File: src/rtl/idct_serial8.sv
// Serial 8-point inverse DCT: accepts one block of eight coefficients, then
// produces the eight reconstructed samples one at a time through a
// valid/ready handshake. A single multiplier is reused for every term.
module idct_serial8 #(
  parameter int OUT_SHIFT = 14
) (
  input  logic               clk,
  input  logic               rst_n,
  input  logic               en,
  input  logic signed [18:0] coef0,
  input  logic signed [18:0] coef1,
  input  logic signed [18:0] coef2,
  input  logic signed [18:0] coef3,
  input  logic signed [18:0] coef4,
  input  logic signed [18:0] coef5,
  input  logic signed [18:0] coef6,
  input  logic signed [18:0] coef7,
  input  logic               in_valid,
  output logic               in_ready,
  output logic signed [7:0]  out_sample,
  output logic [2:0]         out_idx,
  output logic               out_valid,
  input  logic               out_ready,
  output logic               out_last
);

  typedef enum logic [1:0] {IDLE, MAC, OUT} state_t;

  state_t             state_q, state_d;
  logic [2:0]         n_q;        // sample index being produced
  logic [3:0]         step_q;     // 0: ROM read, 1..8: accumulate k=step-1, 9: round/saturate
  logic signed [37:0] acc_q;
  logic signed [15:0] rom_q;
  logic signed [18:0] coef_q [8];
  logic signed [7:0]  out_sample_q;
  logic [2:0]         out_idx_q;
  logic               out_last_q;

  logic               in_xfer, out_xfer;
  logic [2:0]         k_idx;
  logic signed [18:0] coef_sel;
  logic signed [34:0] prod;
  logic signed [37:0] rnd, shr;
  logic signed [7:0]  sat_val;

  // Basis value C[k][n] = round(16384*a_k*cos((2n+1)k*pi/16)). The angle is
  // folded into the first quadrant so only nine magnitudes are needed.
  function automatic logic signed [15:0] rom_coef(input logic [2:0] k, input logic [2:0] n);
    logic [4:0]         m;
    logic [4:0]         r;
    logic               neg;
    logic signed [15:0] mag;
    m = {1'b0, n, 1'b1} * {2'b00, k};   // (2n+1)k mod 32, in units of pi/16
    if (m > 5'd16) m = 5'd0 - m;        // cos(2pi - x) = cos(x)
    neg = (m > 5'd8);                   // second quadrant is negative
    r   = neg ? (5'd16 - m) : m;
    case (r)
      5'd0:    mag = 16'sd8192;
      5'd1:    mag = 16'sd8035;
      5'd2:    mag = 16'sd7568;
      5'd3:    mag = 16'sd6811;
      5'd4:    mag = 16'sd5793;
      5'd5:    mag = 16'sd4551;
      5'd6:    mag = 16'sd3135;
      5'd7:    mag = 16'sd1598;
      default: mag = 16'sd0;
    endcase
    if (k == 3'd0) mag = 16'sd5793;     // DC row uses 1/sqrt(8) scaling
    return neg ? -mag : mag;
  endfunction

  assign in_xfer  = en & in_valid & in_ready;
  assign out_xfer = en & out_valid & out_ready;

  assign k_idx    = 3'(step_q - 4'd1);
  assign coef_sel = coef_q[k_idx];
  assign prod     = coef_sel * rom_q;

  assign rnd = acc_q + (38'sd1 <<< (OUT_SHIFT - 1));
  assign shr = rnd >>> OUT_SHIFT;

  // Clamp the scaled accumulator into the signed 8-bit output range
  always_comb begin
    sat_val = shr[7:0];
    if (shr > 38'sd127)       sat_val = 8'sd127;
    else if (shr < -38'sd128) sat_val = -8'sd128;
  end

  // FSM state register
  always_ff @(posedge clk or negedge rst_n) begin
    if (!rst_n)  state_q <= IDLE;
    else if (en) state_q <= state_d;
  end

  // FSM next state and handshake outputs
  always_comb begin
    state_d   = state_q;
    in_ready  = 1'b0;
    out_valid = 1'b0;
    case (state_q)
      IDLE: begin
        in_ready = 1'b1;
        if (in_valid) state_d = MAC;
      end
      MAC: begin
        if (step_q == 4'd9) state_d = OUT;
      end
      OUT: begin
        out_valid = 1'b1;
        if (out_ready) state_d = (n_q == 3'd7) ? IDLE : MAC;
      end
      default: state_d = IDLE;
    endcase
  end

  // Datapath: coefficient capture, ROM read, multiply-accumulate, output register
  always_ff @(posedge clk or negedge rst_n) begin
    if (!rst_n) begin
      n_q          <= '0;
      step_q       <= '0;
      acc_q        <= '0;
      rom_q        <= '0;
      out_sample_q <= '0;
      out_idx_q    <= '0;
      out_last_q   <= 1'b0;
      for (int i = 0; i < 8; i++) coef_q[i] <= '0;
    end else if (en) begin
      case (state_q)
        IDLE: begin
          if (in_xfer) begin
            coef_q[0] <= coef0;
            coef_q[1] <= coef1;
            coef_q[2] <= coef2;
            coef_q[3] <= coef3;
            coef_q[4] <= coef4;
            coef_q[5] <= coef5;
            coef_q[6] <= coef6;
            coef_q[7] <= coef7;
            n_q       <= '0;
            step_q    <= '0;
            acc_q     <= '0;
          end
        end
        MAC: begin
          if (step_q < 4'd8) rom_q <= rom_coef(step_q[2:0], n_q);
          if (step_q >= 4'd1 && step_q <= 4'd8) acc_q <= acc_q + 38'(prod);
          if (step_q == 4'd9) begin
            out_sample_q <= sat_val;
            out_idx_q    <= n_q;
            out_last_q   <= (n_q == 3'd7);
            step_q       <= '0;
          end else begin
            step_q <= step_q + 4'd1;
          end
        end
        OUT: begin
          if (out_xfer) begin
            if (n_q != 3'd7) n_q <= n_q + 3'd1;
            acc_q  <= '0;
            step_q <= '0;
          end
        end
        default: ;
      endcase
    end
  end

  assign out_sample = out_sample_q;
  assign out_idx    = out_idx_q;
  assign out_last   = out_last_q;

endmodule

File: config.mk
export PLATFORM = sky130hd
export DESIGN_NAME = idct_serial8
export DESIGN_NICKNAME = d
export VERILOG_FILES = /design/src/rtl/idct_serial8.sv
export SDC_FILE = /design/constraint.sdc
export NUM_CORES = 1
export LEC_CHECK = 0
export CORE_ASPECT_RATIO = 1.2
export CORE_UTILIZATION = 50
export DETAILED_ROUTE_END_ITERATION = 12
export PLACE_DENSITY_LB_ADDON = 0.08
export SETUP_SLACK_MARGIN = 0.1
export SLEW_MARGIN = 20
export SYNTH_ARGS = -nofsm -noshare
export SYNTH_HDL_FRONTEND = slang
export SYNTH_SLANG_ARGS = --single-unit
File: constraint.sdc
create_clock -name clk -period 19.6 [get_ports clk]
set_clock_uncertainty 0.15 [all_clocks]
set_input_delay 2.94 -clock clk [delete_from_list [all_inputs] [get_ports clk]]
set_output_delay 2.94 -clock clk [all_outputs]
set_load 0.01 [all_outputs]
==> metrics.txt <==
# TYPE chip_impl_metric gauge
chip_impl_info{name="highest_count_cells_in_the_layout_ignoring_fill_and_taps",value="sky130_fd_sc_hd__inv_1, sky130_fd_sc_hd__fa_1, sky130_fd_sc_hd__nand2_1, sky130_fd_sc_hd__dfrtp_1, sky130_fd_sc_hd__mux2_2"} 1
chip_impl_metric{name="global_route.usage.met3",unit="%"} 5.08
chip_impl_metric{name="worstPathRequired",unit="ns"} 19.92
chip_impl_metric{name="slew_viol_final",unit=""} 0
chip_impl_metric{name="path_buf_inv",unit=""} 5
chip_impl_metric{name="synthesis.area",unit="mm^2"} 0.0241
chip_impl_metric{name="antenna_found_initial",unit=""} 10
chip_impl_metric{name="first_global_vias",unit=""} 18418
chip_impl_metric{name="final_hold_violating_endpoints",unit=""} 0
chip_impl_metric{name="synthesis_stage_register_bit_count",unit=""} 227
chip_impl_info{name="worstSetupStartpointType",value="flop"} 1
chip_impl_metric{name="max-clock-path-buffers",unit=""} 3
chip_impl_metric{name="cts_buffers",unit=""} 27
chip_impl_metric{name="grt_overflow_total",unit=""} 0
chip_impl_metric{name="grt_util_all_layers",unit="%"} 24.6
chip_impl_metric{name="avg_wl_per_cell",unit="um"} 18.8
chip_impl_metric{name="ys_seq_area_share",unit="%"} 23.5
chip_impl_metric{name="timing.max_cap.violations",unit=""} 0
chip_impl_metric{name="worst_ep_arrival_time",unit="ns"} 10.41
chip_impl_metric{name="grt.met2_usage",unit="%"} 42.5
chip_impl_metric{name="grt_max_degree",unit=""} 93
chip_impl_metric{name="path_max_fanout",unit=""} 56
chip_impl_metric{name="detail_route.drc_violations",unit=""} 0
chip_impl_info{name="endpoint_kind",value="flop"} 1
chip_impl_metric{name="post_syn_nets",unit=""} 2930
chip_impl_info{name="grt_setup_unrepaired",value="false"} 1
chip_impl_metric{name="synth_cells",unit=""} 2289
chip_impl_metric{name="finalNetCount",unit=""} 3032
chip_impl_info{name="critical-path-top-cell-by-count",value="sky130_fd_sc_hd__fa_1"} 1
chip_impl_metric{name="drt_pre_antenna_iters",unit=""} 5
chip_impl_metric{name="timing.critical_path.slowest_cell_delay",unit="ns"} 1.11
chip_impl_metric{name="buffers_inserted_during_post_cts_setup_optimization",unit=""} 0
chip_impl_metric{name="synthesis.area_per_instance",unit="um^2"} 10.5
chip_impl_info{name="critPathCapture",value="acc_q[37]"} 1
chip_impl_metric{name="post_layout_nonfiller_instances",unit=""} 3037
chip_impl_metric{name="min_delay_path_depth",unit=""} 2
chip_impl_metric{name="num_vias",unit=""} 16400
chip_impl_info{name="startpoint",value="step_q[0]"} 1
chip_impl_metric{name="timing.final.crit_period",unit="ns"} 10.10
chip_impl_info{name="hp-class",value="reg -> reg"} 1
chip_impl_info{name="global_route.peak_usage_layer",value="met2"} 1
chip_impl_info{name="worst-setup-path-type",value="reg -> reg"} 1
chip_impl_metric{name="yosysUniqueCellTypes",unit=""} 76
chip_impl_metric{name="avgViaCountPerCell",unit=""} 5.40
chip_impl_info{name="reg2reg_to",value="acc_q[37]"} 1
chip_impl_info{name="slowest_stage",value="sky130_fd_sc_hd__ha_2"} 1
chip_impl_metric{name="portBuffers",unit=""} 170
chip_impl_info{name="synthFlopType",value="sky130_fd_sc_hd__dfrtp_1"} 1
chip_impl_info{name="worst_path_dominant_cell_family",value="adder cells"} 1
chip_impl_info{name="outcome",value="finished clean"} 1
chip_impl_metric{name="drive_gt1_share",unit="%"} 12.3
chip_impl_metric{name="areaGrowthSynthToFinish",unit="%"} 13.0
chip_impl_metric{name="floorplan.rows",unit=""} 87
chip_impl_metric{name="boundary_pins",unit=""} 171
chip_impl_info{name="tritoncts_clock_tree",value="yes"} 1
chip_impl_metric{name="ys.warnings.count",unit=""} 0
chip_impl_metric{name="synth-edff-count",unit=""} 0
chip_impl_metric{name="postLayoutCoreUtil",unit="%"} 57.6
chip_impl_metric{name="totalWireLength",unit="mm"} 57.0
chip_impl_metric{name="grt_util_met1",unit="%"} 30.9
chip_impl_metric{name="post_cts_hold_buffer_count",unit=""} 0
chip_impl_metric{name="grt_pass1_wl",unit="mm"} 95.9
chip_impl_metric{name="chipHeight",unit="um"} 243
chip_impl_metric{name="slew_headroom",unit="%"} 33.5
chip_impl_metric{name="worst_slew_pin_slew",unit="ns"} 0.998
chip_impl_metric{name="clk-insertion-delay-late",unit="ns"} 0.58
chip_impl_metric{name="postSynth.asyncResetShare",unit="%"} 100
chip_impl_metric{name="gp_congestion",unit=""} 0.816
chip_impl_info{name="layout.cells.most_common",value="sky130_fd_sc_hd__inv_1"} 1
chip_impl_metric{name="hpwlAfterDp",unit="mm"} 45.8
chip_impl_metric{name="clkSinkCount",unit=""} 227
chip_impl_metric{name="die_area",unit="mm^2"} 0.0492
chip_impl_metric{name="path_depth",unit=""} 26
chip_impl_metric{name="clock_tree.htree_level_count",unit=""} 1
chip_impl_metric{name="drtIter0Drc",unit=""} 685
chip_impl_metric{name="worst-r2r-setup-slack",unit="ns"} 9.50
chip_impl_metric{name="cts_resized",unit=""} 0
chip_impl_metric{name="worstRegToRegCells",unit=""} 26
chip_impl_metric{name="path_clk_slew",unit="ns"} 0.07
chip_impl_metric{name="timing.setup.tns",unit="ns"} 0
chip_impl_metric{name="antenna_left",unit=""} 0
chip_impl_metric{name="initial_core_util",unit="%"} 51.0
chip_impl_metric{name="setup_ws_pre_cts",unit="ns"} 9.43
chip_impl_metric{name="core_region_area",unit="mm^2"} 0.0474
chip_impl_metric{name="place.detailed.instances",unit=""} 2984
chip_impl_metric{name="max_freq",unit="MHz"} 99.1
chip_impl_metric{name="setup-violations-final",unit=""} 0
chip_impl_info{name="cts_root_buf",value="sky130_fd_sc_hd__clkbuf_16"} 1
chip_impl_metric{name="setup_slack",unit="ns"} 9.50
chip_impl_metric{name="die-width",unit="um"} 203
chip_impl_info{name="worst_r2r_startpoint",value="step_q[0]"} 1
chip_impl_metric{name="layout_worst_path_cycle_share",unit="%"} 51.5
[cell families after synthesis]
kind of cell / Yosys count / synth area share (%)
xor gates and xnor gates: 69 / 2.63
AOI/OAI and AO/OA: 224 / 6.41
DFF: 227 / 23.5
buffers and inverters: 521 / 8.19
adders and majority gates: 484 / 36.2
and+or+nand+nor: 542 / 10.9
muxes: 222 / 12.1
[worst min-delay path, stage by stage (launching register included)]
cell and delay, ns:
sky130_fd_sc_hd__dfrtp_1 0.35, sky130_fd_sc_hd__nand2_1 0.05, sky130_fd_sc_hd__o21ai_0 0.06
[stage by stage]
stage / area [um^2] / hold slack, ns
final: 27300 / 0.350
after global routing: 27300 / 0.370
after floorplan: 24100 / 0.305
after global placement: 26300 / 0.320
after detailed placement: 26300 / 0.338
after CTS: 27300 / 0.353
[state kept, by name, indices dropped and copies added (netlist names)]
signal,count
acc_q,38
coef_q,152
n_q,3
out_idx,3
out_last,1
out_sample,8
rom_q,16
state_q,2
step_q,4
[area by class of cell]
class                           instances  area (um^2)
Tap cell                              623          779
Clock buffer                           35          746
Antenna cell                            2         5.00
Timing Repair Buffer                  182         1800
Fill cell                            4101        20100
Multi-Input combinational cell       1541        16500
Inverter                              412         1550
Clock inverter                         15          209
Sequential cell                       227         5680
[synthesized netlist by cell type, types with 35 or more instances]
master / number / share of area, %
sky130_fd_sc_hd__a21oi_1: 38 / 0.79
sky130_fd_sc_hd__and2_1: 108 / 2.8
sky130_fd_sc_hd__clkbuf_1: 96 / 1.5
sky130_fd_sc_hd__dfrtp_1: 227 / 24
sky130_fd_sc_hd__fa_1: 358 / 30
sky130_fd_sc_hd__ha_1: 126 / 6.5
sky130_fd_sc_hd__inv_1: 411 / 6.4
sky130_fd_sc_hd__mux2_2: 176 / 8.2
sky130_fd_sc_hd__mux4_2: 38 / 3.5
sky130_fd_sc_hd__nand2_1: 237 / 3.7
sky130_fd_sc_hd__nor2_1: 58 / 0.90
sky130_fd_sc_hd__o21ai_0: 43 / 0.89
sky130_fd_sc_hd__xnor2_1: 35 / 1.3
[worst min path at each step]
stage,from,end,slack [ns]
floorplan,acc_q[5],acc_q[5],0.31
global placement,acc_q[0],acc_q[0],0.32
detailed placement,acc_q[0],acc_q[0],0.34
CTS,acc_q[0],acc_q[0],0.35
global route,coef_q[42],coef_q[42],0.37
finish,acc_q[0],acc_q[0],0.35
[routing by layer]
layer	up-vias	wire, um
met1	8422	24000
li1	7505	-
met3	106	3260
met5	-	80
met2	355	28200
met4	12	1560
Power is not shown: default switching activity piles up to over one toggle a cycle in this logic, so the estimate is an artifact.
